===== src/rtl/mips_pkg.sv =====
// Shared types and widths for the boot-time instruction loader.
// Imported by the loader, its byte assembler and the host interface.
package mips_pkg;

  localparam int INSTR_W     = 32;
  localparam int BYTE_W      = 8;
  localparam int WADDR_SHIFT = 2;

  typedef enum logic [2:0] {
    S_HDR0,
    S_HDR1,
    S_DATA,
    S_CSUM,
    S_DONE,
    S_ERR
  } ld_state_e;

endpackage


===== src/rtl/imem_loader_if.sv =====
// Host byte link (valid/ready) plus the instruction-memory write port.
// master = host/memory side, slave = loader side.
interface imem_loader_if;
  import mips_pkg::*;

  logic               rx_valid;
  logic [BYTE_W-1:0]  rx_byte;
  logic               rx_ready;
  logic               imem_we;
  logic [INSTR_W-1:0] imem_addr;
  logic [INSTR_W-1:0] imem_wdata;

  modport master (
    output rx_valid,
    output rx_byte,
    input  rx_ready,
    input  imem_we,
    input  imem_addr,
    input  imem_wdata
  );

  modport slave (
    input  rx_valid,
    input  rx_byte,
    output rx_ready,
    output imem_we,
    output imem_addr,
    output imem_wdata
  );

endinterface


===== src/rtl/byte_word_assembler.sv =====
// Packs four MSB-first bytes into a word; word_valid_o pulses one cycle
// after the fourth byte, holding the finished word until the next one.
module byte_word_assembler
  import mips_pkg::*;
(
  input  logic               clk,
  input  logic               rst_n,
  input  logic               clr_i,
  input  logic               byte_valid_i,
  input  logic [BYTE_W-1:0]  byte_i,
  output logic               word_done_o,
  output logic               word_valid_o,
  output logic [INSTR_W-1:0] word_o
);

  logic [1:0]               idx_q, idx_d;
  logic [INSTR_W-BYTE_W-1:0] sh_q, sh_d;
  logic [INSTR_W-1:0]       word_q, word_d;
  logic                     vld_q, vld_d;

  assign word_done_o = byte_valid_i && (idx_q == 2'd3);

  always_comb begin
    idx_d  = idx_q;
    sh_d   = sh_q;
    word_d = word_q;
    vld_d  = 1'b0;
    if (clr_i) begin
      idx_d  = '0;
      sh_d   = '0;
      word_d = '0;
    end else if (byte_valid_i) begin
      idx_d = idx_q + 2'd1;
      sh_d  = {sh_q[INSTR_W-2*BYTE_W-1:0], byte_i};
      if (word_done_o) begin
        word_d = {sh_q, byte_i};
        vld_d  = 1'b1;
      end
    end
  end

  always_ff @(posedge clk or negedge rst_n) begin
    if (!rst_n) begin
      idx_q  <= '0;
      sh_q   <= '0;
      word_q <= '0;
      vld_q  <= 1'b0;
    end else begin
      idx_q  <= idx_d;
      sh_q   <= sh_d;
      word_q <= word_d;
      vld_q  <= vld_d;
    end
  end

  assign word_valid_o = vld_q;
  assign word_o       = word_q;

endmodule


===== src/rtl/imem_loader.sv =====
// Boot loader: parses count/data/checksum byte stream, writes IMEM,
// and keeps the CPU held until a verified image is in place.
module imem_loader
  import mips_pkg::*;
#(
  parameter int unsigned        IMEM_WORDS = 256,
  parameter logic [INSTR_W-1:0] BASE_ADDR  = 32'h0000_0000
) (
  input  logic         clk,
  input  logic         rst_n,
  imem_loader_if.slave bus,
  input  logic         reload,
  output logic         cpu_hold,
  output logic         load_done,
  output logic         load_err
);

  ld_state_e state_q, state_d;

  logic [BYTE_W-1:0]  cnt_hi_q, cnt_hi_d;
  logic [BYTE_W-1:0]  csum_q, csum_d;
  logic [15:0]        cnt_q, cnt_d;
  logic [15:0]        wcnt_q, wcnt_d;
  logic [INSTR_W-1:0] addr_q, addr_d;
  logic               rdy_q, rdy_d;
  logic               hold_q, hold_d;
  logic               done_q, done_d;
  logic               err_q, err_d;

  logic               fire;
  logic               asm_clr;
  logic               asm_push;
  logic               word_done;
  logic               word_valid;
  logic [INSTR_W-1:0] word;
  logic [15:0]        n_hdr;

  assign fire     = bus.rx_valid && rdy_q;
  assign n_hdr    = {cnt_hi_q, bus.rx_byte};
  assign asm_push = fire && (state_q == S_DATA);

  byte_word_assembler u_asm (
    .clk          (clk),
    .rst_n        (rst_n),
    .clr_i        (asm_clr),
    .byte_valid_i (asm_push),
    .byte_i       (bus.rx_byte),
    .word_done_o  (word_done),
    .word_valid_o (word_valid),
    .word_o       (word)
  );

  always_comb begin
    state_d  = state_q;
    cnt_hi_d = cnt_hi_q;
    csum_d   = csum_q;
    cnt_d    = cnt_q;
    wcnt_d   = wcnt_q;
    addr_d   = addr_q;
    hold_d   = hold_q;
    done_d   = done_q;
    err_d    = err_q;
    asm_clr  = 1'b0;
    unique case (state_q)
      S_HDR0: begin
        if (fire) begin
          cnt_hi_d = bus.rx_byte;
          csum_d   = csum_q ^ bus.rx_byte;
          state_d  = S_HDR1;
        end
      end
      S_HDR1: begin
        if (fire) begin
          cnt_d  = n_hdr;
          csum_d = csum_q ^ bus.rx_byte;
          if (32'(n_hdr) > IMEM_WORDS) begin
            state_d = S_ERR;
            err_d   = 1'b1;
          end else if (n_hdr == 16'd0) begin
            state_d = S_CSUM;
          end else begin
            state_d = S_DATA;
          end
        end
      end
      S_DATA: begin
        if (fire) begin
          csum_d = csum_q ^ bus.rx_byte;
          if (word_done) begin
            addr_d = BASE_ADDR
                   + (32'(wcnt_q) << WADDR_SHIFT);
            wcnt_d = wcnt_q + 16'd1;
            if (wcnt_q + 16'd1 == cnt_q)
              state_d = S_CSUM;
          end
        end
      end
      S_CSUM: begin
        if (fire) begin
          if (bus.rx_byte == csum_q) begin
            state_d = S_DONE;
            done_d  = 1'b1;
            hold_d  = 1'b0;
          end else begin
            state_d = S_ERR;
            err_d   = 1'b1;
          end
        end
      end
      S_DONE, S_ERR: begin
        // reload is only honoured once the load has finished either way
        if (reload) begin
          state_d  = S_HDR0;
          cnt_hi_d = '0;
          csum_d   = '0;
          cnt_d    = '0;
          wcnt_d   = '0;
          addr_d   = BASE_ADDR;
          hold_d   = 1'b1;
          done_d   = 1'b0;
          err_d    = 1'b0;
          asm_clr  = 1'b1;
        end
      end
      default: state_d = S_HDR0;
    endcase
    rdy_d = !((state_d == S_DONE) || (state_d == S_ERR));
  end

  always_ff @(posedge clk or negedge rst_n) begin
    if (!rst_n) begin
      state_q  <= S_HDR0;
      cnt_hi_q <= '0;
      csum_q   <= '0;
      cnt_q    <= '0;
      wcnt_q   <= '0;
      addr_q   <= BASE_ADDR;
      rdy_q    <= 1'b0;
      hold_q   <= 1'b1;
      done_q   <= 1'b0;
      err_q    <= 1'b0;
    end else begin
      state_q  <= state_d;
      cnt_hi_q <= cnt_hi_d;
      csum_q   <= csum_d;
      cnt_q    <= cnt_d;
      wcnt_q   <= wcnt_d;
      addr_q   <= addr_d;
      rdy_q    <= rdy_d;
      hold_q   <= hold_d;
      done_q   <= done_d;
      err_q    <= err_d;
    end
  end

  assign bus.rx_ready   = rdy_q;
  assign bus.imem_we    = word_valid;
  assign bus.imem_addr  = addr_q;
  assign bus.imem_wdata = word;
  assign cpu_hold       = hold_q;
  assign load_done      = done_q;
  assign load_err       = err_q;

endmodule


===== src/flat_wrapper.sv =====
// flat-port wrapper written by rule: the top's interface ports become plain ports
module imem_loader_flat import mips_pkg::*;
#(
  parameter int unsigned        IMEM_WORDS = 256,
  parameter logic [INSTR_W-1:0] BASE_ADDR  = 32'h0000_0000
)
  (clk, rst_n, reload, cpu_hold, load_done, load_err, bus_rx_valid, bus_rx_byte, bus_rx_ready, bus_imem_we, bus_imem_addr, bus_imem_wdata);
  imem_loader_if bus_i ();
  input  logic clk;
  input  logic rst_n;
  input  logic reload;
  output logic cpu_hold;
  output logic load_done;
  output logic load_err;
  input wire logic [$bits(bus_i.rx_valid)-1:0] bus_rx_valid;
  input wire logic [$bits(bus_i.rx_byte)-1:0] bus_rx_byte;
  output wire logic [$bits(bus_i.rx_ready)-1:0] bus_rx_ready;
  output wire logic [$bits(bus_i.imem_we)-1:0] bus_imem_we;
  output wire logic [$bits(bus_i.imem_addr)-1:0] bus_imem_addr;
  output wire logic [$bits(bus_i.imem_wdata)-1:0] bus_imem_wdata;
  assign bus_i.rx_valid = bus_rx_valid;
  assign bus_i.rx_byte = bus_rx_byte;
  assign bus_rx_ready = bus_i.rx_ready;
  assign bus_imem_we = bus_i.imem_we;
  assign bus_imem_addr = bus_i.imem_addr;
  assign bus_imem_wdata = bus_i.imem_wdata;
  imem_loader #(.IMEM_WORDS(IMEM_WORDS), .BASE_ADDR(BASE_ADDR)) u_core (.clk(clk), .rst_n(rst_n), .bus(bus_i), .reload(reload), .cpu_hold(cpu_hold), .load_done(load_done), .load_err(load_err));
endmodule

===== config.mk =====
export PLATFORM = sky130hd
export DESIGN_NAME = imem_loader_flat
export DESIGN_NICKNAME = d
export VERILOG_FILES = /design/src/rtl/mips_pkg.sv /design/src/rtl/imem_loader_if.sv /design/src/rtl/byte_word_assembler.sv /design/src/rtl/imem_loader.sv /design/src/flat_wrapper.sv
export SDC_FILE = /design/constraint.sdc
export NUM_CORES = 1
export LEC_CHECK = 0
export ABC_AREA = 1
export BUFFER_PORTS_ARGS = -buffer_cell sky130_fd_sc_hd__buf_4
export CAP_MARGIN = 15
export CELL_PAD_IN_SITES_DETAIL_PLACEMENT = 1
export CELL_PAD_IN_SITES_GLOBAL_PLACEMENT = 2
export CORE_UTILIZATION = 31
export CTS_CLUSTER_DIAMETER = 100
export DETAILED_ROUTE_END_ITERATION = 8
export GPL_TIMING_DRIVEN = 0
export PLACE_DENSITY_LB_ADDON = 0.05
export SETUP_SLACK_MARGIN = 0.05
export SLEW_MARGIN = 20
export SYNTH_ARGS = -nofsm -noshare
export SYNTH_HDL_FRONTEND = slang
export SYNTH_SLANG_ARGS = --single-unit
export TNS_END_PERCENT = 30

===== constraint.sdc =====
create_clock -name clk -period 1.8 [get_ports clk]
set_clock_uncertainty 0.1 [all_clocks]
set_input_delay 0.27 -clock clk [delete_from_list [all_inputs] [get_ports clk]]
set_output_delay 0.27 -clock clk [all_outputs]
set_load 0.01 [all_outputs]

======== Yosys cells after proc, flatten, opt, wreduce, memory -nomap -nowiden ========
Index checks and enable logic that the tools add are counted.
cells by class
  reductions and logical operators ........ 24
  bitwise logic cells ..................... 1
  multiplexer cells ....................... 51
  $add $sub $neg .......................... 2
  magnitude comparators ................... 1
  equality and inequality tests ........... 20
operators by type and width
  operator               count
  $mux 32                6
  $mux 16                4
  $pmux 16 s2            2
  $pmux 32 s2            1
  $mux 24                2
  $pmux 8 s2             2
  $mux 3                 8
  $mux 8                 3
  $mux 1                 17
  $add 16x1->16 const B  1
  $eq 16x16->1           1
  $gt 16x9->1 const B    1
  $logic_not 16->1       1
  $pmux 3 s5             1
  $ne 2x1->1 const B     7
  $reduce_bool 2->1      7
  $eq 3x3->1 const B     4
  $reduce_and 3->1       3
  $eq 8x8->1             1
  $reduce_and 4->1       2
  $xor 8x8->8            1
  $eq 3x2->1 const B     2
  $ne 2x2->1 const B     3
  $reduce_and 6->1       1
  14 further kinds       18
word-level totals
  output and inout port bits .............. 69
  flip-flop bits (word level) ............. 146
  bits of input ports ..................... 12

======== Depth between registers and ports, before layout ========
  word-level depth ........................ 9
  gate-level depth with buffers ........... 12

======== Modules after synthesis ========
Synthesis repeated with hierarchy kept, for this count alone.
unflattened totals
  cell total of the unflattened synthesis .. 804
  area, all modules ....................... 6481.2 um^2
by module, submodules not included
  module               instances  cells an instance  sequential area each (um^2)  area an instance (um^2)
  imem_loader          1          506                1778.0                       4003.8
  byte_word_assembler  1          298                1476.4                       2477.4

======== Worst setup path before layout ========
OpenSTA, ideal clock, no wires.
  path type ............................... flip-flop to flip-flop
  start ................................... register u_core.state_q[2]
  end ..................................... register u_core.cnt_hi_q[2]
  path buffers ............................ 0
  period minus slack after synthesis ...... 1.686 ns
  arrival time ............................ 1.462 ns
  stages on the path, launching flop included .. 7
  setup time .............................. 0.125 ns
  setup slack ............................. 0.114 ns
  cell sequence ........................... dfrtp_1 -> nor2_1 -> inv_1 -> nor3_2 -> inv_1 -> nand2_2 -> mux2_2
between the ends
  longest elaborated chain between the ends .. 4
  elaborated cells between the ends (all ways) .. 9
  classes of those cells .................. eq/ne: 4; mux: 1; reduce/logical: 4
RTL lines
  what                                                       RTL line            source
  start, declared                                            imem_loader.sv:18   ld_state_e state_q, state_d;
  start signal, assigned                                     imem_loader.sv:143  state_q <= state_d;
  $eq 3x3->1                                                 imem_loader.sv:64   unique case (state_q)
  $reduce_or 2->1                                            imem_loader.sv:64
  $ne 2x2->1 (no line) or $reduce_bool 2->1 (tied branches)  --
  $reduce_and 3->1 (no line)                                 --
  end signal, assigned                                       imem_loader.sv:144  cnt_hi_q <= cnt_hi_d;
  end, declared                                              imem_loader.sv:20   logic [BYTE_W-1:0] cnt_hi_q, cnt_hi_d;
Several ways; a longest one is shown, not always the timed one.
A chain may end at the register's enable or synchronous reset.

======== Worst setup path after layout ========
  start ................................... register u_core.wcnt_q[6]
  end ..................................... register u_core.state_q[0]
between the ends
  longest elaborated chain between the ends .. 6
RTL lines
  what                    RTL line            source
  start, declared         imem_loader.sv:23   logic [15:0] wcnt_q, wcnt_d;
  start signal, assigned  imem_loader.sv:147  wcnt_q <= wcnt_d;
  $add 16x1->16           imem_loader.sv:93   if (wcnt_q + 16'd1 == cnt_q)
  $eq 16x16->1            imem_loader.sv:93
  $mux 3                  imem_loader.sv:93
  $mux 3                  imem_loader.sv:89   if (word_done) begin
  $mux 3                  imem_loader.sv:87   if (fire) begin
  $pmux 3 s5              imem_loader.sv:64
  net u_core.state_d[0]   imem_loader.sv:18
The timed path passes the listed nets, and every way through them passes these cells.

==> metrics list <==
- The synthesized design contains 130 register bits.
* Violations in the final reports: setup timing
* Clock-pin transition on the worst setup and hold timing paths: 0.06 ns
- The synthesized netlist occupies a cell area of 0.00603 sq mm.
- The clock passes through at most 2 buffers.
* Setup Slack @ Placement: -0.322 ns
- Post-synthesis area per instance: 8.58 sq um
- Final worst path period need: 1.86 ns
- Relative to the synthesized area, the layout overhead comes to 35.7%.
* Maximum VDD drop: 0.745 mV
- Worst Setup Start Kind: flop
* Power per cell area: 1320 mW/mm^2
- The die covers 0.0200 sq mm.
- The path class of the tightest hold or removal check is in2reg.
- The first detailed-routing pass ran for 4 iterations.
- The tool flagged a number of max-cap violations equal to 0.
- Reported leakage power: 3.85 nW
- 0 antenna diodes ended up in the layout.
* Per-cell via count in the routed design: 4.76
- Final setup slack of the worst path: -0.0574 ns
- For this run, design rule violations remaining after detail routing come to 0.
- Latest clock arrival within the worst-skew pair: 0.43 ns
- The critical path in this run is classified as reg2reg.
- Most frequent cells in the layout: nand2_1 (145), dfrtp_1 (124), buf_4 (108), inv_1 (91), o21ai_0 (77)
- The floorplan step set the die height to 141 um.
- Clock tree synthesis found a total of 130 sinks.
* Count of unique library cells instantiated by Yosys: 34
* Commonest non-fill, non-tap cell in the layout: nand2_1
* IO buf count: 64
- Dpl hpwl: 13100 um
- Clock tree synthesis inserted a total of 17 buffers.
- Total Nets Final: 849
- Layout Cells excl Fill: 1108
- Number of placed instances, taps included: 1043
* Antenna violations before repair: 0
- Drt initial violations: 289
- Along the worst path, the maximum fanout reaches 5.
- The flow ran to the end, but the final reports show violations.
* Fin crit share: 1.03
- Floorplan Core Area: 0.0189 sq mm
- First-pass GRT wire length: 29000 um
* Gate Count Post-Synth: 703
* Combined global-route utilization of all metal layers: 0.193
* Starting density of the core: 0.319
- Part of the Yosys area used for sequential elements: 0.540
- The root buffer cell chosen for the clock tree is clkbuf_16.
* Count of endpoints failing setup in the final report: 1
* Chip Width: 141 um
- Timing would allow up to 0.538 GHz.
* Worst endpoint required time: 2.04 ns
- Entering global routing, the biggest net connects 86 pins.
- Of the cells placed in the final design, the portion with a size suffix greater than 1 is 0.275.
* Warning count from the yosys run: 0
- Final max-slew violation count: 0
- TritonCTS built the clock tree.
- Setup repair after global routing could not meet its margin everywhere.
- Number of global-route vias before repair: 5207
- The number of hold-slack violations in the final timing report was 0.
* Via count: 5273
* Number of primary I/O pins: 81
- Post-detailed-route wirelength per cell: 17.1 um
- The final layout contains routed wiring with a total length of 19000 um.
* Arrival time at the worst endpoint: 2.10 ns
- STA classifies the critical path endpoint as a flop.
- In this run the cell area measured after placement is 0.00693 sq mm.
- Util after Layout: 0.433
- Global routing finished with a remaining overflow of 0.
* Final weighted congestion of routability-driven global placement: 0.798
* Std-Cell Rows: 50
* Final design area excluding fillers: 0.00819 sq mm
* Remaining antenna violation count after routing: 0
- H-tree levels: 4
worst max-delay path: stages (launching register included):
cell	delay, ns
dfrtp_1	0.42
nand2_1	0.21
nor2_4	0.23
buf_12	0.14
nand4_1	0.13
nand3_1	0.13
nand2_1	0.07
nor2_2	0.11
nand3_1	0.10
o21ai_2	0.14
flip-flops by register name (all words and copies together), names as in the netlist, 2 cells and up:
name and count:
u_core.u_asm.sh_q 24, u_core.csum_q 8, u_core.cnt_q 16, u_core.state_q 3, u_core.u_asm.idx_q 2, u_core.cnt_hi_q 8, u_core.bus.imem_addr 16, u_core.wcnt_q 16
u_core.u_asm.word_o 32
repair_timing:
item,in CTS,in global routing
endpoints found under the setup margin,107,119
pin swaps,13,28
setup buffers,7,22
resized for setup,29,60
gates cloned,0,3
hold endpoints to repair,45,0
hold buffers,1,0
synthesized netlist by cell type:
master,instances,area [sq um]
a21oi_1,4,20.0
nor2_2,4,25.0
nand2_1,156,586
buf_6,2,22.5
nand2_2,5,31.3
conb_1,1,3.75
o22ai_1,25,156
nand2_4,2,22.5
mux2_2,2,22.5
o211ai_1,1,7.51
o311a_1,1,10.0
mux2i_1,1,10.0
clkinv_1,1,3.75
xor2_1,6,52.6
buf_4,20,150
o21ai_0,80,400
a32o_1,1,10.0
clkbuf_1,4,15.0
nor3_2,2,20.0
nor2_1,36,135
nand4_1,13,81.3
nor2_4,5,56.3
ha_1,2,25.0
inv_2,5,18.8
dfrtp_1,129,3230
dfstp_2,1,26.3
inv_1,92,345
nor3_1,3,15.0
mux2_1,2,22.5
nand3_2,1,10.0
o21ai_1,16,80.1
nand3_1,66,330
buf_2,9,45.0
xnor2_1,5,43.8
routing by layer:
metal | routed length (um) | global-route usage
met4 | 246 | 0.0673
met1 | 9190 | 0.265
met5 | 0 | 0
met2 | 8950 | 0.304
met3 | 586 | 0.0358
layout make-up:
class | instances | area (sq um)
Clock inverter | 13 | 210
Tap cell | 260 | 325
Sequential cell | 130 | 3260
Timing Repair Buffer | 97 | 818
Multi-Input combinational cell | 456 | 2490
Buffer | 35 | 279
Fill cell | 2228 | 10700
Inverter | 98 | 373
Clock buffer | 19 | 433
power by group:
part | switching, mW | leakage [nW] | internal [mW]
Clock | 1.36 | 0.308 | 2.46
Combinational | 1.86 | 1.79 | 1.21
Sequential | 0.383 | 1.75 | 3.50
Total | 3.60 | 3.85 | 7.17
cell families (layout without fill, tap and decap cells):
kind of cell	Yosys count	after routing	synth area share
fa+ha+maj	2	2	0.00415
compound gates	128	128	0.113
other cells	1	16	0.000622
buf+inv	133	262	0.0996
flops	130	130	0.540
simple gates	293	294	0.218
xor+xnor	11	11	0.0160
mux	5	5	0.00913
worst paths after layout:
check,cells past startpoint,slack [ns],startpoint,endpoint
worst max-delay path,9,-0.06,u_core.wcnt_q[6]$_DFFE_PN0P_,u_core.state_q[0]$_DFF_PN0_
max in group asynchronous,3,0.58,rst_n,u_core.bus.imem_addr[15]$_DFFE_PN0P_
worst min-delay path,4,0.08,bus_rx_byte[0],u_core.csum_q[0]$_DFFE_PN0P_
worst min register to register,2,0.38,u_core.cpu_hold$_DFFE_PN1P_,u_core.cpu_hold$_DFFE_PN1P_
min in group asynchronous,2,0.23,rst_n,u_core.u_asm.word_o[27]$_DFFE_PN0P_
worst max register to register,9,-0.06,u_core.wcnt_q[6]$_DFFE_PN0P_,u_core.state_q[0]$_DFF_PN0_
metrics by stage:
step,setup TNS [ns],hold slack (ns),power [mW]
5_1_grt,-0.388,0.0939,11.4
2_1_floorplan,0,-0.126,5.53
3_3_place_gp,-38.14,0.367,6.37
4_1_cts,-2.31,0.0690,10.5
6_report,-0.0574,0.0842,10.8
3_5_place_dp,-16.49,0.0980,6.45
Power figures use the tool's default switching activity.
